--- src/rtl/myvision_kbd_pkg.sv ---
// Shared definitions for the MyVision key matrix: hold-tick default,
// matrix position type, joystick rows and the PS/2 scancode table.
package myvision_kbd_pkg;

    // About 10 ms of clk_sys at 35.79 MHz.
    localparam int TICK_DIV_DEFAULT = 357955;

    // Matrix rows driven by the two joysticks (cols 0..4 = right, left, down, up, fire).
    localparam int JOY0_ROW = 6;
    localparam int JOY1_ROW = 7;

    typedef struct packed {
        logic       hit;
        logic [2:0] row;
        logic [2:0] col;
    } key_pos_t;

    // Maps {extended, scancode} to a matrix position; unmapped codes return hit=0.
    function automatic key_pos_t ps2_to_pos(input logic [8:0] code);
        key_pos_t pos;
        pos = '0;
        case (code)
            // Row 0: digits 1..8
            9'h016: pos = {1'b1, 3'd0, 3'd0};
            9'h01E: pos = {1'b1, 3'd0, 3'd1};
            9'h026: pos = {1'b1, 3'd0, 3'd2};
            9'h025: pos = {1'b1, 3'd0, 3'd3};
            9'h02E: pos = {1'b1, 3'd0, 3'd4};
            9'h036: pos = {1'b1, 3'd0, 3'd5};
            9'h03D: pos = {1'b1, 3'd0, 3'd6};
            9'h03E: pos = {1'b1, 3'd0, 3'd7};
            // Row 1: 9, 0, A..E, Enter
            9'h046: pos = {1'b1, 3'd1, 3'd0};
            9'h045: pos = {1'b1, 3'd1, 3'd1};
            9'h01C: pos = {1'b1, 3'd1, 3'd2};
            9'h032: pos = {1'b1, 3'd1, 3'd3};
            9'h021: pos = {1'b1, 3'd1, 3'd4};
            9'h023: pos = {1'b1, 3'd1, 3'd5};
            9'h024: pos = {1'b1, 3'd1, 3'd6};
            9'h05A: pos = {1'b1, 3'd1, 3'd7};
            // Row 2: Space and the remaining keypad function keys
            9'h029: pos = {1'b1, 3'd2, 3'd0};
            9'h05D: pos = {1'b1, 3'd2, 3'd1};
            9'h07C: pos = {1'b1, 3'd2, 3'd2};
            // Row 6: cursor keys and Ctrl alias joystick 0
            9'h174: pos = {1'b1, 3'd6, 3'd0};
            9'h16B: pos = {1'b1, 3'd6, 3'd1};
            9'h172: pos = {1'b1, 3'd6, 3'd2};
            9'h175: pos = {1'b1, 3'd6, 3'd3};
            9'h014: pos = {1'b1, 3'd6, 3'd4};
            default: pos = '0;
        endcase
        return pos;
    endfunction

endpackage

--- src/rtl/myvision_hold_timer.sv ---
// Hold-tick divider and per-key press/release aging for the 64-key matrix.
// A release is stretched until the second tick after it, so short taps
// survive until the CPU scans the matrix.
module myvision_hold_timer
    import myvision_kbd_pkg::*;
#(
    parameter int TICK_DIV = TICK_DIV_DEFAULT
) (
    input  logic        clk_sys,
    input  logic        reset,
    input  logic        ev_valid,
    input  logic        ev_press,
    input  logic [5:0]  ev_idx,
    output logic [63:0] key_st
);

    localparam int CNT_W = (TICK_DIV > 1) ? $clog2(TICK_DIV) : 1;
    localparam logic [CNT_W-1:0] CNT_LAST = CNT_W'(TICK_DIV - 1);

    logic [CNT_W-1:0] tick_cnt_reg;
    logic             tick;
    logic [63:0]      st_reg;
    logic [63:0]      pend_reg;
    logic [63:0]      aged_reg;

    assign tick   = !reset && (tick_cnt_reg == CNT_LAST);
    assign key_st = st_reg;

    // Free-running divider, wraps at TICK_DIV-1.
    always_ff @(posedge clk_sys) begin
        if (reset || tick) begin
            tick_cnt_reg <= '0;
        end else begin
            tick_cnt_reg <= tick_cnt_reg + 1'b1;
        end
    end

    for (genvar gi = 0; gi < 64; gi++) begin : g_key
        logic ev_here;
        assign ev_here = ev_valid && (ev_idx == 6'(gi));

        // Events win over the tick; a release keeps the pre-tick key state
        // and restarts aging from pend, so the key is never dropped early.
        always_ff @(posedge clk_sys) begin
            if (reset) begin
                st_reg[gi]   <= 1'b0;
                pend_reg[gi] <= 1'b0;
                aged_reg[gi] <= 1'b0;
            end else if (ev_here && ev_press) begin
                st_reg[gi]   <= 1'b1;
                pend_reg[gi] <= 1'b0;
                aged_reg[gi] <= 1'b0;
            end else if (ev_here) begin
                pend_reg[gi] <= 1'b1;
                aged_reg[gi] <= tick ? 1'b0 : aged_reg[gi];
            end else if (tick) begin
                if (aged_reg[gi]) begin
                    st_reg[gi]   <= 1'b0;
                    pend_reg[gi] <= 1'b0;
                    aged_reg[gi] <= 1'b0;
                end else if (pend_reg[gi]) begin
                    aged_reg[gi] <= 1'b1;
                end
            end
        end
    end

endmodule

--- src/rtl/myvision_keymatrix.sv ---
// Host keyboard/joystick to MyVision key matrix: PS/2 event detect and
// lookup, joystick merge and the registered active-low column readback.
module myvision_keymatrix
    import myvision_kbd_pkg::*;
#(
    parameter int TICK_DIV = TICK_DIV_DEFAULT
) (
    input  logic        clk_sys,
    input  logic        reset,
    input  logic [10:0] ps2_key,
    input  logic [31:0] joy0,
    input  logic [31:0] joy1,
    input  logic [7:0]  row_sel_n,
    output logic [7:0]  col_n
);

    logic        tog_q_reg;
    logic        ps2_event;
    key_pos_t    pos;
    logic [63:0] key_st;
    logic [63:0] eff;
    logic [7:0]  row_cols [8];
    logic [7:0]  col_any;
    logic [7:0]  col_n_reg;
    logic        unused_joy;

    assign unused_joy = &{1'b0, joy0[31:5], joy1[31:5]};

    // Toggle follower; tracking it during reset too means no event fires
    // on the first cycle out of reset.
    always_ff @(posedge clk_sys) begin
        tog_q_reg <= ps2_key[10];
    end

    assign ps2_event = (ps2_key[10] != tog_q_reg);
    assign pos       = ps2_to_pos({ps2_key[8], ps2_key[7:0]});

    myvision_hold_timer #(
        .TICK_DIV (TICK_DIV)
    ) u_hold (
        .clk_sys  (clk_sys),
        .reset    (reset),
        .ev_valid (ps2_event && pos.hit),
        .ev_press (ps2_key[9]),
        .ev_idx   ({pos.row, pos.col}),
        .key_st   (key_st)
    );

    // Joysticks OR straight into their rows, with no hold stretching.
    always_comb begin
        eff = key_st;
        eff[JOY0_ROW*8 +: 5] = key_st[JOY0_ROW*8 +: 5] | joy0[4:0];
        eff[JOY1_ROW*8 +: 5] = key_st[JOY1_ROW*8 +: 5] | joy1[4:0];
    end

    for (genvar gi = 0; gi < 8; gi++) begin : g_row
        assign row_cols[gi] = row_sel_n[gi] ? 8'h00 : eff[gi*8 +: 8];
    end

    // Any selected row with a key down pulls its column low.
    always_comb begin
        col_any = 8'h00;
        for (int r = 0; r < 8; r++) begin
            col_any = col_any | row_cols[r];
        end
    end

    // Registered readback towards the PSG port.
    always_ff @(posedge clk_sys) begin
        if (reset) begin
            col_n_reg <= 8'hFF;
        end else begin
            col_n_reg <= ~col_any;
        end
    end

    assign col_n = col_n_reg;

endmodule

--- config.mk ---
export PLATFORM = sky130hd
export DESIGN_NAME = myvision_keymatrix
export DESIGN_NICKNAME = d
export VERILOG_FILES = /design/src/rtl/myvision_kbd_pkg.sv /design/src/rtl/myvision_hold_timer.sv /design/src/rtl/myvision_keymatrix.sv
export SDC_FILE = /design/constraint.sdc
export NUM_CORES = 1
export LEC_CHECK = 0
export ABC_CLOCK_PERIOD_IN_PS = 4800
export CAP_MARGIN = 40
export CORE_AREA = 2 2 128 161
export DETAILED_ROUTE_END_ITERATION = 16
export DIE_AREA = 0 0 130 163
export HOLD_SLACK_MARGIN = 0.1
export PLACE_DENSITY_LB_ADDON = 0.25
export SYNTH_ARGS = -nofsm -noshare
export SYNTH_HDL_FRONTEND = slang
export SYNTH_SLANG_ARGS = --single-unit
--- constraint.sdc ---
create_clock -name clk_sys -period 4.8 [get_ports clk_sys]
set_input_delay 0.96 -clock clk_sys [delete_from_list [all_inputs] [get_ports clk_sys]]
set_output_delay 0.96 -clock clk_sys [all_outputs]
set_load 0.05 [all_outputs]
==> results summary, run 1 <==
The flow ran to the end, and the final reports show no timing, DRC or antenna violations. The remaining global-route overflow came out at 0. After synthesis, the netlist uses 73 different library cells. The count of synthesis-stage warnings from yosys came out at 0. The storage element area came out at 0.00440 mm². The final worst setup slack is 0.932 ns. The minimum setup slack after placement is 0.464 ns. The ratio of cells with drive above 1 in the final layout is between 7 and 8%.

The average via count per standard cell came out at 5.60. The first global-routing pass estimated approximately 37,000 µm of wire. The slowest stage of the critical path belongs to the cell clkdlybuf4s50_1.

The clock latency at the later pin of the worst-skew pair came out at 0.51 ns. The critical path data arrival time came out at roughly 4.2 ns. The highest fanout seen on the critical path came out at 14. The number of antenna violations at the first check in global routing came out at 0.

The number of input and output port buffers inserted is 38. In this run the standard cell core region covers 0.0198 mm². In the post-synthesis netlist, the biggest area contributors are dfxtp_1, a21oi_1, and2_1. The clock passes through at most 3 buffers. Counting instances in the post-synthesis netlist gives the leading cell types as dfxtp_1, a21oi_1, and2_1, nand2_1, inv_1. The average routed wire per standard cell came out at roughly 16 µm.

The worst hold path belongs to the class flop to flop. The peak clock frequency supported by timing is 259 MHz. The hold buffer count at cts came out at 0. The number of gates resized after CTS came out at 0. The height of the die came out at 163 µm.

The mean cell area of the mapped netlist is 8.55 µm². The I/O pin count is 93. On the final layout, the worst clock skew is 0.0122 ns. The final count of hold timing violations is 0. The via count of the first global-routing pass came out at approximately 7,400. Setup repair after global routing left no endpoint under its margin. The setup violation total in the final timing report came out at 0. The starting density of the core is 48.5%. The via total after detailed routing came out at 7,959. The overall fraction of global-route tracks in use came out at 21.2%. The flip-flop and latch count after synthesis came out at 220. The sequential share of the synthesized area is ~46%.

The slew of the pin with the lowest slew margin is 0.829 ns. The weighted congestion at the end of routability-driven global placement came out at 0.840. The required time of the critical path came out at 5.15 ns. The relative max-transition margin is 44.4%. The leading cell type by number of instances after synthesis is dfxtp_1. The longest individual stage delay on the worst path came out at 0.63 ns. The worst IR drop on VDD came out at 197 µV. Synthesis produced a netlist with a net count of between 1,000 and 1,500. The total standard cell area after synthesis is 0.00961 mm².

The number of filler instances in the final layout is 1,796. Adding up every negative setup slack in the final design gives 0 ns. The share of the clock period used by the worst path came out at about four fifths. The half-perimeter wire length after placement is 14,500 µm. The number of nets in the layout is 1,223. The pin count of the biggest net entering global routing came out at 80. Of all cell types, the one taking the most synthesized area is dfxtp_1. Walking the worst path, the cells encountered are clkdlybuf4s50_1 -> or3b_2 -> or4_1 -> o211ai_1 -> or3_1 -> o21ai_1 -> o311ai_0 -> a21oi_1. 0 antenna diodes ended up in the layout. The buffer type at the clock tree root is clkbuf_16. TritonCTS created 22 clock buffers. The relative area change from synthesis to final layout came out at 14.3%. In the synthesized netlist, the number of instances is about 1,100. The starting DRC count in detailed routing is 463. The number of buffers inserted by post-CTS setup repair is 0.

The detailed-route wire length is ~22,000 µm. The clock period minus worst slack came out at 3.87 ns. The count of nets left with antenna violations once routing finished came out at 0. In this run, synthesis inferred 0 flip-flops with an integrated enable.

The static power due to leakage is 0.00373 µW. The reported max-cap violation count came out at 0. The clock input transition at the sequential cells of the worst setup and hold paths is 0.06 ns.

The floorplan step set the die width to 130 µm. The kind of start point of the critical path is a primary input. The CTS tree is done. The number of pins with negative max-slew slack in the final report is 0. The critical path in this run is classified as primary input to flop. The combined area of the multi-input logic cells is about 0.0046 mm².

The cell area power density is roughly 350 mW/mm². The share of the synthesized area in the top cell type came out at 45.8%. After floorplanning, the core was divided into 58 placement rows. The worst setup path is captured at a flop. For this run, asynchronously set or reset flops after synthesis account for 0%. The number of design rule violations left after detail routing came out at 0.

The H-tree depth came out at 1. The total iterations of the first detailed-routing run is 4. The area of the die is between 0.02 and 0.025 mm².

The clock sink count is 220. The most frequently used flop master after synthesis is dfxtp_1.
-- placed cells by master, fill, tap and decap left out, types with 7 or more instances in the layout --
master             n
nor2_1            68
clkbuf_16         22
nand3b_1          42
xnor2_1            9
o21ai_0           20
o2111ai_1          7
and3_1             7
nor3_1             9
nand4_1           18
clkdlybuf4s50_1   37
o41ai_1            9
or3_1             10
or4_1              7
o31ai_1            8
and2_1            82
o22ai_1           39
inv_1             76
mux2_2            10
nand2_1           82
nand3_1           37
dfxtp_1          220
xor2_1            11
buf_4             21
o211ai_1          18
a21oi_1          135
nor4_1             7
a41o_1             7
nand2b_1           9
-- layout make-up --
cell class | count | area share [%]
Tap cell | 270 | 3.07
Multi-Input combinational cell | 753 | 42.1
Clock inverter | 8 | 1.38
Sequential cell | 220 | 40.1
Timing Repair Buffer | 61 | 5.28
Inverter | 78 | 2.66
Clock buffer | 30 | 5.46
-- stage by stage --
| stage | total power (µW) | cell area [µm²] | hold slack (ns) | instances | utilization [%] |
|---|---|---|---|---|---|
| after floorplan | 1990 | 9610 | 0.430 | 1124 | - |
| final | 3810 | 11000 | 0.458 | 1420 | 55.5 |
| after global routing | 3920 | 11000 | 0.470 | 1420 | 55.5 |
| after global placement | 2050 | 10200 | 0.442 | 1379 | 51.4 |
| after CTS | 3840 | 11000 | 0.461 | 1420 | 55.5 |
| after detailed placement | 2050 | 10200 | 0.444 | 1382 | 51.7 |
-- worst max-delay path: cells and delay by family --
kind | cells | cell delay [ns]
and+or+nand+nor | 3 | 1.54
buffers and inverters | 1 | 0.63
AOI/OAI and AO/OA | 4 | 1.08
-- routing by layer --
layer | up-vias | routed length (µm) | global-route usage [%]
li1 | 4003 | - | -
met1 | 3784 | 10400 | 28.5
met2 | 139 | 10600 | 36.0
met3 | 33 | 736 | 2.27
met4 | 0 | 469 | 5.57
met5 | - | 0 | 0
-- worst paths after layout --
check,from,endpoint,slack [ns],cells after the start
worst max-delay path,ps2_key[1],u_hold.aged_reg[14],0.93,8
worst min-delay path,u_hold.key_st[32],u_hold.key_st[32],0.46,1
worst max register to register,u_hold.tick_cnt_reg[9],u_hold.key_st[14],1.83,7
worst min register to register,u_hold.key_st[32],u_hold.key_st[32],0.46,1
-- kinds of logic (layout without fill, tap and decap cells) --
| logic type | after synthesis | after routing | share of synthesized area [%] |
|---|---|---|---|
| flops | 220 | 220 | 45.8 |
| buf+inv | 151 | 177 | 6.18 |
| simple gates | 422 | 422 | 24.8 |
| mux | 12 | 12 | 1.38 |
| xor+xnor | 20 | 20 | 1.82 |
| fa+ha+maj | 2 | 2 | 0.260 |
| compound gates | 297 | 297 | 19.8 |
-- power by group --
part	internal (µW)	total, µW	switching (µW)
Combinational	59.7	177	117
Sequential	1830	1830	3.66
Clock	1090	1790	702
Note: power is estimated with default switching activity, not from simulation.
==> run 2: changes to the inputs <==
- ABC_CLOCK_PERIOD_IN_PS: 4800 -> 3800
- clock period: 4.8 -> 3.8 ns (I/O delays scaled with it)
==> results summary, run 2 (same netlist as run 1, synthesis figures left out) <==
The flow ran to the end, and the final reports show no timing, DRC or antenna violations. The weighted congestion at the end of routability-driven global placement came out at 0.858 (+2.1%). The share of the clock period used by the worst path is about nine tenths. The number of gates resized after CTS came out at 0 (unchanged).

The clock latency at the later pin of the worst-skew pair came out at 0.50 ns (about the same). The ratio of cells with drive above 1 in the final layout came out at 11.8% (+3.9 points). The total placed cells including tap cells came to 1,425 (+3.1%). The number of design rule violations left after detail routing is 0 (unchanged). The critical path in this run is classified as primary input to flop.

The static power due to leakage came to 0.00395 µW (+5.7%). The number of buffers on the longest clock path came out at 3 (unchanged). From synthesis to final layout, the design area changed by 18.1%.

The number of antenna violations at the first check in global routing is 0 (unchanged). The clock sink count came out at 220 (unchanged). The H-tree depth came out at 1 (unchanged). The number of filler instances in the final layout came to 1,777 (-1.1%). The required time of the critical path is 4.23 ns (-0.92 ns). The height of the die is 163 µm (unchanged).

The number of nets in the layout is 1,266 (+3.5%). The number of input and output port buffers inserted came out at 38 (unchanged). The clock input transition at the sequential cells of the worst setup and hold paths was 0.06 ns (about the same). The via count of the first global-routing pass is 7,450 (+0.70%). The overall power is 4850 µW (+27%). The first-pass GRT wire length is 36,900 µm (about the same). The count of antenna-violating nets left after detailed routing is 0 (unchanged). The total iterations of the first detailed-routing run came to 5 (+1). The core area came out at 0.0198 mm² (unchanged).

The worst path needs 3.36 ns of the cycle, external delays included. The starting DRC count in detailed routing came out at 610 (+32%). The remaining global-route overflow is 0 (unchanged). The number of buffers and inverters on the critical path is 2 (+1).

The launch point of the worst reg-to-reg path is u_hold.tick_cnt_reg[9]. The critical path data arrival time is 3.80 ns (-0.42 ns). The setup violation total in the final timing report came out at 0 (unchanged). The die extent in x is 130 µm (unchanged). The final instance count without filler cells came out at 1,465 (+3.2%). The slew of the pin with the lowest slew margin is 0.799 ns (-0.0295 ns).

STA classifies the critical path startpoint as a primary input. The relative max-transition margin came out at 46.7% (+2.3 points). The I/O pin count is 93 (unchanged). The reported max-cap violation count came to 0 (unchanged). The via total after detailed routing was 8,118 (+2.0%). The number of diodes came out at 0 (unchanged).

TritonCTS built the clock tree. The pin count of the biggest net entering global routing is 87 (+8.8%). The standard cell with the maximum stage delay on the critical path is clkdlybuf4s50_1. The number of pins with negative max-slew slack in the final report came out at 0 (unchanged). The detailed-route wire length was 22,600 µm (+1.3%). The worst hold path begins at u_hold.pend_reg[26]. The most repeated library cell on the critical path is a2111oi_0. The starting density of the core is 48.5% (unchanged). The hold buffer count at cts came out at 0 (unchanged). Leaving out fill and tap cells, the most frequent cells in the layout are dfxtp_1, a21oi_1, nand2_1, and2_1, inv_1. The total negative slack was 0 ns (unchanged). Walking the worst path, the cells encountered are clkdlybuf4s50_1 -> or3b_2 -> a2111oi_0 -> a311o_1 -> or2_0 -> nor3_1 -> buf_4 -> a2111oi_0 -> o21a_1. The buffer type at the clock tree root is clkbuf_16. The standard-cell row count came out at 58 (unchanged). The library cell used most frequently in the layout, excluding fill and tap cells, is dfxtp_1. The highest fanout seen on the critical path came out at 6 (-8). The final clock skew is 0.0205 ns (+0.00835 ns).

The overall fraction of global-route tracks in use is 21.2% (about the same). The area of the die is 0.0212 mm² (unchanged). The cell class contributing the biggest share of worst-path delay is compound AO/OA/AOI/OAI gates. The worst IR drop on VDD came to 291 µV (+48%). The average routed wire per standard cell came out at 15.4 µm (-1.8%).

The longest individual stage delay on the worst path came out at 0.51 ns (-0.12 ns). The peak clock frequency supported by timing came out at 297 MHz. The number of buffers inserted by post-CTS setup repair is 0 (unchanged). The average via count per standard cell is 5.54 (-1.1%). The half-perimeter wire length after placement is 15,000 µm (+3.2%). The min-delay analysis places its worst path in the category flop to flop. The final count of hold timing violations is 0 (unchanged). The worst setup path is captured at a flop. The clock buffer count from CTS came to 22 (unchanged). The critical path starts at ps2_key[6]. Setup repair after global routing left no endpoint under its margin. The cell area power density is 427 mW/mm² (+23%).
run 2: changes by cell type in the layout (fill, tap and decap cells not counted), moves of 2 or more:
| cell | delta |
|---|---|
| clkbuf_1 | -5 |
| clkinvlp_4 | +4 |
| clkinv_4 | +3 |
| buf_4 | +43 |
| buf_12 | +2 |
run 2: worst register-to-register path, delay by kind of cell (launching register included):
| family | cells | cell delay (ns) |
|---|---|---|
| buf+inv | 1 | 0.33 |
| compound gates | 1 | 0.15 |
| flops | 1 | 0.40 |
| simple gates | 5 | 1.89 |
run 2: final timing paths:
check	endpoint	slack [ns]	depth (start not counted)
worst max-delay path	u_hold.aged_reg[4]	0.44	9
worst min-delay path	u_hold.pend_reg[26]	0.46	1
worst min register to register	u_hold.pend_reg[26]	0.46	1
worst max register to register	u_hold.aged_reg[60]	0.95	7
run 2: per-stage QoR:
step           setup WS (ns)  hold WS (ns)  cell area [µm²]  utilization [%]
6_report               0.436         0.458            11400             57.3
5_1_grt               0.0917         0.470            11400             57.3
2_1_floorplan          0.767         0.430             9610                -
3_5_place_dp          0.0106         0.444            10600             53.3
4_1_cts                0.494         0.463            11400             57.3
3_3_place_gp          0.0536         0.441            10600             53.3
run 2: cell type report:
type | count | area, µm² | share of cell area [%]
Multi-Input combinational cell | 753 | 4620 | 40.7
Sequential cell | 220 | 4400 | 38.8
Timing Repair Buffer | 104 | 911 | 8.02
Clock buffer | 27 | 621 | 5.47
Tap cell | 270 | 338 | 2.98
Inverter | 78 | 293 | 2.58
Clock inverter | 13 | 161 | 1.42
run 2: metal layers:
layer	GRT usage (%)	wire, µm
met1	27.7	10500
met2	37.0	10800
met3	2.53	798
met4	5.03	364
met5	0	0
run 2: power breakdown:
part	total, µW	internal [µW]	switching [µW]	leakage (µW)
Clock	2280	1380	908	0.000373
Combinational	248	94.1	154	0.00180
Sequential	2320	2310	4.60	0.00177
Total	4850	3780	1070	0.00395
==> run 3: changes to the inputs <==
- ABC_AREA: not set -> 0
==> results of run 3 <==
No change in the layout: final DEF, timing and power equal those of run 2.
